<file path="config.mk">
export PLATFORM = sky130hd
export DESIGN_NAME = rr_mux32_arbiter
export DESIGN_NICKNAME = d
export VERILOG_FILES = /design/src/rtl/rr_mux32_arbiter.sv
export SDC_FILE = /design/constraint.sdc
export NUM_CORES = 1
export LEC_CHECK = 0
export BUFFER_PORTS_ARGS = -buffer_cell sky130_fd_sc_hd__buf_2
export CORE_AREA = 2 2 454 456
export DETAILED_ROUTE_END_ITERATION = 6
export DIE_AREA = 0 0 456 458
export HOLD_SLACK_MARGIN = 0.08
export PLACE_DENSITY = 0.32
export SYNTH_ARGS = -nofsm -noshare
export SYNTH_HDL_FRONTEND = slang
export SYNTH_SLANG_ARGS = --single-unit
</file>
<file path="constraint.sdc">
create_clock -name clk_i -period 4.6 [get_ports clk_i]
set_input_delay 0.23 -clock clk_i [delete_from_list [all_inputs] [get_ports clk_i]]
set_output_delay 0.23 -clock clk_i [all_outputs]
set_load 0.01 [all_outputs]
</file>
<file path="src/rtl/rr_mux32_arbiter.sv">
// Round-robin arbiter sharing one registered valid/ready output channel among 32 requesters.
// A grant is locked for a whole burst and released on a last beat or at the MAX_BURST cap.
module rr_mux32_arbiter #(
    parameter int DATA_WIDTH = 32,
    parameter int MAX_BURST  = 16
) (
    input  logic                  clk_i,
    input  logic                  rst_ni,
    input  logic [31:0]           req_valid_i,
    input  logic [DATA_WIDTH-1:0] req_data_i [31:0],
    input  logic [31:0]           req_last_i,
    output logic [31:0]           req_ready_o,
    output logic                  out_valid_o,
    output logic [DATA_WIDTH-1:0] out_data_o,
    output logic                  out_last_o,
    output logic [4:0]            out_src_o,
    input  logic                  out_ready_i,
    output logic                  busy_o
);

    localparam int CNT_W = $clog2(MAX_BURST + 1);
    localparam logic [CNT_W-1:0] LAST_CNT = CNT_W'(MAX_BURST - 1);

    typedef enum logic {
        IDLE,
        LOCK
    } state_t;

    state_t                r_state;
    logic [4:0]            r_ptr;
    logic [4:0]            r_grant;
    logic [CNT_W-1:0]      r_beat_cnt;
    logic                  r_out_valid;
    logic [DATA_WIDTH-1:0] r_out_data;
    logic                  r_out_last;
    logic [4:0]            r_out_src;

    logic [4:0]            w_winner;
    logic                  w_out_free;
    logic                  w_xfer;
    logic                  w_end;
    logic [31:0]           w_ready;

    // Scanning downward lets the requester closest to r_ptr overwrite all others.
    always_comb begin
        // NOTE: every always_comb output gets a default first so no path leaves it unassigned (no latch).
        w_winner = r_ptr;
        for (int k = 31; k >= 0; k--) begin
            if (req_valid_i[r_ptr + 5'(k)]) begin
                w_winner = r_ptr + 5'(k);
            end
        end
    end

    assign w_out_free = !r_out_valid || out_ready_i;
    assign w_xfer     = (r_state == LOCK) && w_out_free && req_valid_i[r_grant];
    assign w_end      = req_last_i[r_grant] || (r_beat_cnt == LAST_CNT);

    // Ready is offered to the locked requester whether or not it is currently valid.
    always_comb begin
        w_ready = '0;
        if (r_state == LOCK) begin
            w_ready[r_grant] = w_out_free;
        end
    end

    always_ff @(posedge clk_i) begin
        // NOTE: reset is synchronous, so it is tested inside the clocked block and only takes effect on an edge.
        if (!rst_ni) begin
            r_state     <= IDLE;
            r_ptr       <= '0;
            r_grant     <= '0;
            r_beat_cnt  <= '0;
            r_out_valid <= 1'b0;
            r_out_data  <= '0;
            r_out_last  <= 1'b0;
            r_out_src   <= '0;
        end else begin
            // NOTE: state uses non-blocking assignments so every register sees pre-edge values.
            case (r_state)
                IDLE: begin
                    if (|req_valid_i) begin
                        r_grant    <= w_winner;
                        r_beat_cnt <= '0;
                        r_state    <= LOCK;
                    end
                end
                LOCK: begin
                    if (w_xfer) begin
                        r_beat_cnt <= r_beat_cnt + CNT_W'(1);
                        if (w_end) begin
                            r_ptr   <= r_grant + 5'd1;
                            r_state <= IDLE;
                        end
                    end
                end
                default: r_state <= IDLE;
            endcase

            // A new beat and a pop in the same cycle simply reload the register.
            if (w_xfer) begin
                r_out_valid <= 1'b1;
                r_out_data  <= req_data_i[r_grant];
                r_out_last  <= w_end;
                r_out_src   <= r_grant;
            end else if (out_ready_i) begin
                r_out_valid <= 1'b0;
            end
        end
    end

    assign req_ready_o = w_ready;
    assign out_valid_o = r_out_valid;
    assign out_data_o  = r_out_data;
    assign out_last_o  = r_out_last;
    assign out_src_o   = r_out_src;
    assign busy_o      = (r_state == LOCK);

endmodule

</file>
[Word-level counts from Yosys, hierarchy flattened]
Index checks and enable logic that the tools add are counted.
Word-level totals
  output and inout bits: 72
  input port bits: 1091
  bits in registers: 55
  word-level logic and storage cells: 205
Operators by class
  eq/ne operators: 3
  add/subtract/negate cells: 33
  muxes and demuxes: 114
  $lt $le $gt $ge: 34
  bitwise operators: 2
  reductions and logical operators: 11
Operators with widths (number)
  $lt A5 B6 Y1 const B: 33
  $bmux W1 S5: 34
  $mux W5: 34
  $bmux W32 S5: 1
  $add A5 B5 Y5 const B: 16
  $mux W32: 2
  $add A5 B4 Y5 const B: 8
  $mux W1: 40
  $and A32 B32 Y32: 1
  $reduce_or A32 Y1: 1
  $add A5 B3 Y5 const B: 4
  $add A5 B1 Y5 const B: 3
  $add A5 B2 Y5 const B: 2
  $pmux W5 S2: 1
  $demux W1 S5: 1
  $eq A5 B4 Y1 const B: 1
  $ge A5 B1 Y1 const B: 1
  $reduce_and A2 Y1: 2
  $logic_and A1 B1 Y1: 3
  $reduce_and A3 Y1: 1
  $logic_or A1 B1 Y1: 2
  $ne A2 B1 Y1 const B: 1
  $ne A2 B2 Y1 const B: 1
  $pmux W1 S2: 1
  3 further kinds: 3

[Longest topological paths before layout]
Gate-level depths: netlist of the first run.
  word-level depth: 35
  gate-level depth with buffers: 17
  mapped depth without buffers: 12

[Worst setup path after synthesis of the first run]
No wires, ideal clock.
  path kind: register -> register
  start point: register r_ptr[2]
  end point: register r_grant[1]
  path buffers: 4
  setup time: 0.122 ns
  clock period less this slack: 4.518 ns
  setup slack: 0.082 ns
  arrival time: 4.396 ns
  stages on the path, launching flop included: 16
  required time: 4.478 ns
  cells stage by stage: dfxtp_1 -> buf_2 -> buf_4 -> clkinv_1 -> ha_1 -> clkbuf_1 -> clkbuf_1 -> mux4_2 -> mux4_2 -> nand2_1 -> a21boi_1 -> nand3_1 -> a211o_1 -> a2111oi_0 -> nor3_1 -> a221o_1
On the way
  cells in the longest elaborated chain, start to end: 35
  elaborated cells on any way between the ends: 127
  those cells by class: add/sub: 31; mux: 96
Ends and longest elaborated chain
  start, declared: RTL line 30  | logic [4:0] r_ptr;
  start signal, assigned: RTL line 92  | r_ptr <= r_grant + 5'd1;
  $add A5 B5 Y5: RTL line 49  | if (req_valid_i[r_ptr + 5'(k)]) begin
  $bmux W1 S5: RTL line 49
  $mux W1 (implied by the code): RTL line 49
  $mux W5 (31 in series): RTL line 49
  $mux W5 (*): RTL line 49
  end signal, assigned: RTL line 83  | r_grant <= w_winner;
  end, declared: RTL line 31  | logic [4:0] r_grant;
Mark *: on every way between the ends. The rest lies on a longest branch, timed or not. The select of a mux whose other input is x is not followed.
A chain may end at the register's enable or synchronous reset.

[Worst setup path in the final report of the first run]
  start point: register r_ptr[0]
  end point: register r_grant[4]
On the way
  cells in the longest elaborated chain, start to end: 35
  elaborated cells on any way between the ends: 127
  those cells by class: add/sub: 31; mux: 96
Ends and longest elaborated chain (RTL line)
  $add A5 B5 Y5: 49, 50
  $bmux W1 S5: 49
  $mux W1 (implied by the code): 49
  $mux W5 (31 in series): 49
  $mux W5 (*): 49
Marks and branches as above.

==> results.cfg, run 1 <==
[drt]
vias = 20800
drt_first_pass_iters = 6
wl_per_cell_um = 31.7
via_per_inst = 3.91
wirelength_mm = 169
drt_iter0_markers = 1730
top_layer = met5
postRouteAntennaNets = 0
remaining_drc_errors = 0
wl_met1_mm = 65.9
met3_length_mm = 12.5
route.met2.wl_mm = 84.3

[placed_design]
dp_cells = 5258
hpwl_mm = 148
routabilityCongestion = 0.901
io_buffers = 1162
placed_area_mm2 = 0.0255

[floorplanning]
die_h_um = 458
core_area_mm2 = 0.204
die_w_um = 456
io_pins = 1163
start_util = 0.0766
die_area_mm2 = 0.209
num_rows = 166

[worst_setup_path]
crit_buf_inv = 5
critical_path_arrival_ps = 4590
worst_path_most_repeated_cell = buf_4
cp_top_family = compound AO/OA/AOI/OAI gates
crit_path_start_kind = register
worstPathCellList = inv_1 -> buf_4 -> ha_1 -> xor2_1 -> buf_12 -> mux2i_1 -> a21oi_1 -> buf_4 -> a22oi_1 -> o21ai_0 -> a2111oi_0 -> buf_4 -> o211ai_1 -> o21ai_1
cp_data_required_time_ps = 4920
slowest_delay_ps = 870
cp_max_fo = 17
crit_type = reg -> reg
worstSetupEndpointType = register
crit_path_top_delay_cell = a2111oi_0

[sta]
relSlewSlack = 0.334
fin_skew_ps = 11.9
fin_tns_setup_ps = 0
period_minus_slack_ps = 4270
rsz0062_at_grt = no
fin_crit_sh = 0.928
clock.fmax_mhz = 234
worst_pin_slew_ps = 973
final-max-slew-violation-count = 0
hold_viol = 0
setup_viol = 0

[job]
max-cap-violations = 0

[cts]
clock_latency_ps = 390
hold_buffers = 0
clockBufferDepth = 2
clockRootBuffer = clkbuf_16
cts-buffers-inserted = 5
path_clk_slew_ps = 110
h-tree-depth = 2
tritoncts = done
cts.sinks = 55
cts_resized = 0
post_cts_buffers = 0

[logic_synthesis]
async_reset_ff_frac = 0
synth_nets = 2518
ys_seq_area_frac = 0.0706
synth_cells = 1408
netlist_area_mm2 = 0.0156
ys.flop_type = dfxtp_1
yosys_warnings = 0
syn_area_per_cell_um2 = 11.1
ys_types = 74
synth-edff-count = 0
synth_seq_cells = 55

[global_route]
grt_overflow = 0
grt_pass1_vias = 20600
grt_max_degree = 91
antenna_found_initial = 135
groute.usage.overall = 0.155
grt_pass1_wl_mm = 214

[finish]
design_area_mm2 = 0.0258
fin_cells = 5313
drive_above_1_share = 0.671
layout.nets = 3687
seqCellArea_mm2 = 0.00111
fillers = 23300
multi_input_area_mm2 = 0.0138
synthToLayoutAreaGrowth_pct = 65.1

[power_and_ir_drop]
powerDensity_mw_per_mm2 = 540
power.leakage_nw = 9.98
vdd_drop_max_mv = 0.269

[min_path]
min_path_type = in -> reg

[outcome]
status = complete, no violations
==> sequential cells by signal, summed over array words and instances (netlist names) <==
register,flops
out_src_o,5
r_ptr,5
out_data_o,32
out_last_o,1
r_beat_cnt,5
r_grant,5
busy_o,1
out_valid_o,1
==> cells in the mapped netlist, types with 9 or more instances <==
master	number	share of area
a211oi_1	10	0.0048
buf_1	40	0.0096
ha_1	19	0.015
xnor2_1	24	0.013
inv_1	16	0.0038
nand2b_1	12	0.0048
a21oi_1	43	0.014
nor3_1	11	0.0035
mux2_2	15	0.011
a22o_1	68	0.038
a221oi_1	69	0.039
clkbuf_1	84	0.020
buf_2	20	0.0064
xor2_1	9	0.0051
dfxtp_1	55	0.071
mux4_2	355	0.51
nand2_1	88	0.021
mux2i_1	61	0.039
o21ai_0	38	0.012
nor2_1	136	0.033
and2_1	10	0.0040
a311oi_1	33	0.019
nor4_1	13	0.0052
nand3_1	14	0.0045
a2111oi_0	10	0.0056
==> worst min-delay path, cell delays in order <==
cell and delay [ps]:
buf_2 100, inv_1 60, a21oi_1 60, nor2_1 70
==> power by group <==
part           switching [W]  internal (W)
combinational        0.00720       0.00534
clock               0.000333      0.000213
sequential          0.000203      0.000622
==> layer usage <==
metal / vias to the layer above / track usage
li1: 8467 / -
met1: 10800 / 0.188
met2: 1202 / 0.270
met3: 244 / 0.0351
met4: 50 / 0.0476
met5: - / 0
==> layout by cell type, fill, tap and decap left out, types with 7 or more instances in the layout <==
cell       count
buf_2       1162
mux4_2       355
buf_4        138
nor2_1       135
nand2_1       88
a221oi_1      69
a22o_1        68
mux2i_1       61
dfxtp_1       51
diode_2       47
a21oi_1       43
o21ai_0       38
a311oi_1      33
xnor2_1       24
ha_1          19
inv_1         16
mux2_2        15
nand3_1       14
nor4_1        13
nand2b_1      12
buf_12        12
nor3_1        10
a2111oi_0     10
a211oi_1      10
xor2_1         9
and2_1         9
nor2b_1        8
o211ai_1       7
a31oi_1        7
==> through the flow <==
step	util	hold slack [ps]	setup WS [ps]	power [W]
global placement	0.125	474	389	0.0136
global route	0.126	172	88.0	0.0148
floorplan	-	369	82.3	0.00787
CTS	0.126	113	394	0.0141
detailed placement	0.125	483	449	0.0134
finish	0.126	166	331	0.0139
==> cell families (layout without fill, tap and decap cells) <==
| logic type | after synthesis | count (layout) | synth area share |
|---|---|---|---|
| multiplexers | 440 | 440 | 0.574 |
| AO/OA/AOI/OAI | 355 | 355 | 0.175 |
| AND/OR/NAND/NOR | 326 | 326 | 0.0946 |
| buffers and inverters | 174 | 1344 | 0.0464 |
| flip-flops | 55 | 55 | 0.0706 |
| XOR/XNOR | 39 | 39 | 0.0248 |
| adder cells (fa/ha/maj) | 19 | 19 | 0.0152 |
| other | 0 | 47 | 0 |
==> layout make-up <==
| class | count | area share |
|---|---|---|
| multi-input cells | 1179 | 0.537 |
| repair buffers | 1312 | 0.275 |
| well taps | 2688 | 0.131 |
| flip-flops and latches | 55 | 0.0431 |
| clock buffers | 5 | 0.00486 |
| diodes | 47 | 0.00457 |
| inverters | 24 | 0.00355 |
| clock inverters | 3 | 0.00107 |
==> worst paths after layout <==
kind	cells past startpoint	endpoint	slack, ps	from
worst min-delay path	4	out_valid_o	170	out_ready_i
worst max-delay path	14	r_grant[4]	330	r_ptr[0]
worst max register to register	14	r_grant[4]	330	r_ptr[0]
worst min register to register	2	out_data_o[23]	500	out_data_o[23]
Note: power is estimated with default switching activity, not from simulation.
==> run 2: changes to the inputs <==
--- a/config.mk
+++ b/config.mk
@@ -6,11 +6,12 @@
 export NUM_CORES = 1
 export LEC_CHECK = 0
 export BUFFER_PORTS_ARGS = -buffer_cell sky130_fd_sc_hd__buf_2
-export CORE_AREA = 2 2 454 456
+export CORE_AREA = 2 2 451 453
 export DETAILED_ROUTE_END_ITERATION = 6
-export DIE_AREA = 0 0 456 458
+export DIE_AREA = 0 0 453 455
 export HOLD_SLACK_MARGIN = 0.08
 export PLACE_DENSITY = 0.32
+export RECOVER_POWER = 25
 export SYNTH_ARGS = -nofsm -noshare
 export SYNTH_HDL_FRONTEND = slang
 export SYNTH_SLANG_ARGS = --single-unit
==> constraint.sdc (replaced) <==
create_clock -name clk_i -period 5.1 [get_ports clk_i]
set_input_delay 0.255 -clock clk_i [delete_from_list [all_inputs] [get_ports clk_i]]
set_output_delay 0.255 -clock clk_i [all_outputs]
set_load 0.01 [all_outputs]
==> run 2 against run 1 <==
- global-route usage increased by 0.37 points
- setup slack improved by 340 ps
- total power decreased by 14%
- sequential power decreased by 9.5%
- hold slack improved by 47 ps
- count of clock-buffer cells in the layout increased by 1
- die area decreased by 1.3%
- largest cell class unchanged
==> results.cfg, run 2 (same netlist as run 1, synthesis figures left out) <==
[sta]
holdWs_ps = 213
period_minus_slack_ps = 4430
layout_setup_ws_ps = 669
fin_skew_ps = 56.5
setup_viol = 0
hold_viol = 0
relSlewSlack = 0.267
fin_crit_sh = 0.869
final-max-slew-violation-count = 0
clock.fmax_mhz = 226
rsz0062_at_grt = no
worst_pin_slew_ps = 1100
fin_tns_setup_ps = 0

[cts]
cts_resized = 0
cts-buffers-inserted = 5
clockBufferDepth = 2
cts.sinks = 55
clockRootBuffer = clkbuf_16
h-tree-depth = 2
hold_buffers = 0
tritoncts = done
post_cts_buffers = 0
clock_latency_ps = 420
path_clk_slew_ps = 110

[worst_setup_path]
slowest_delay_ps = 630
worst_path_most_repeated_cell = a21oi_1
rr_endpoint = r_grant[2]
worstPathCellList = clkinv_1 -> buf_4 -> ha_1 -> a21boi_1 -> xnor2_2 -> mux2i_1 -> mux4_2 -> or4_4 -> a32oi_1 -> a21oi_1 -> o41ai_2 -> a221o_1 -> a21oi_1
crit_path_start_kind = register
r2r-start = r_ptr[2]
cp_top_family = compound AO/OA/AOI/OAI gates
cp_max_fo = 11
crit_path_top_delay_cell = xnor2_2
crit_type = reg -> reg
critical_path_arrival_ps = 4680
reg2reg_slack_ps = 670
ff2ff_path_depth = 13
cp_data_required_time_ps = 5350
worstSetupEndpointType = register
crit_buf_inv = 2

[finish]
drive_above_1_share = 0.649
synthToLayoutAreaGrowth_pct = 61.0
utilization = 0.125
layout.nets = 3616
largest_reg_flops = 32
final_cell_mix = buf_2, mux4_2, nor2_1, nand2_1, buf_4
mostFrequentLayoutCell = buf_2

[floorplanning]
die_w_um = 453
start_util = 0.0775
num_rows = 165
die_area_mm2 = 0.206
io_pins = 1163
core_area_mm2 = 0.201
die_h_um = 455

[min_path]
min_path_type = in -> reg
hold_end = out_valid_o
min_path_cells = 4
worstHoldStart = out_ready_i

[global_route]
grt_max_degree = 87
grt_pass1_wl_mm = 214
grt_use_met2 = 0.284
groute.usage.overall = 0.159
antenna_found_initial = 124
grt_overflow = 0
top_usage_layer = met2
met3_usage = 0.0320
grt_pass1_vias = 20300
met1_usage = 0.195

[job]
max-cap-violations = 0

[drt]
drt_first_pass_iters = 7
vias = 20600
via_per_inst = 3.94
postRouteAntennaNets = 0
wl_per_cell_um = 32.7
drt_iter0_markers = 1811
wirelength_mm = 171
remaining_drc_errors = 0

[placed_design]
io_buffers = 1162
hpwl_mm = 149
routabilityCongestion = 0.932
dp_slack_ps = 749

[power_and_ir_drop]
power.leakage_nw = 9.51
vdd_drop_max_mv = 0.252
powerDensity_mw_per_mm2 = 478

[outcome]
status = complete, no violations
run 2: changes by cell type in the layout (fill, tap and decap cells not counted), sizes merged:
| cell | delta |
|---|---|
| buf | -102 |
| bufinv | +2 |
| clkbuf | +32 |
| clkinvlp | -1 |
| diode | +4 |
| inv | -2 |
run 2: worst max path at each step:
stage	start	endpoint	slack, ps	cells past startpoint
2_1_floorplan	r_ptr[2]	r_grant[1]	580	15
3_3_place_gp	r_ptr[2]	r_grant[1]	630	11
3_5_place_dp	r_ptr[2]	r_grant[2]	750	13
4_1_cts	r_ptr[2]	r_grant[2]	720	13
5_1_grt	r_ptr[2]	r_grant[2]	450	13
6_report	r_ptr[2]	r_grant[2]	670	13
run 2: per-stage QoR:
stage	power, W	cells	cell area [um^2]
floorplan	0.00710	1408	15600
global placement	0.0116	5171	24800
detailed placement	0.0115	5171	24800
CTS	0.0122	5179	25000
global route	0.0127	5195	25000
finish	0.0120	5230	25100
run 2: worst register-to-register path, delay by kind of cell (launching register included):
| kind | cells | cell delay (ps) |
|---|---|---|
| AOI/OAI and AO/OA | 6 | 1110 |
| adders and majority gates | 1 | 260 |
| DFF | 1 | 350 |
| and+or+nand+nor | 1 | 520 |
| muxes | 2 | 860 |
| buffers and inverters | 2 | 580 |
| xor gates and xnor gates | 1 | 630 |
run 2: report_power, final:
group          leakage (nW)  total [W]  switching (W)  internal [W]
registers             0.452   0.000747       0.000186      0.000561
clock network        0.0914   0.000596       0.000310      0.000286
logic                  8.97     0.0107        0.00636       0.00429
total                  9.51     0.0120        0.00686       0.00514
run 2: final cells by class:
cell class / instances / area, um^2
clock buffers: 6 / 129
diodes: 51 / 128
well taps: 2672 / 3340
repair buffers: 1241 / 6430
inverters: 24 / 91.3
multi-input cells: 1179 / 13800
flip-flops and latches: 55 / 1110
fillers: 23200 / 176000
clock inverters: 2 / 60.1
run 2: per-layer routing:
layer,up-vias,part of all wire
li1,8345,-
met1,10700,0.39
met2,1281,0.51
met3,222,0.076
met4,34,0.025
met5,-,0.0013
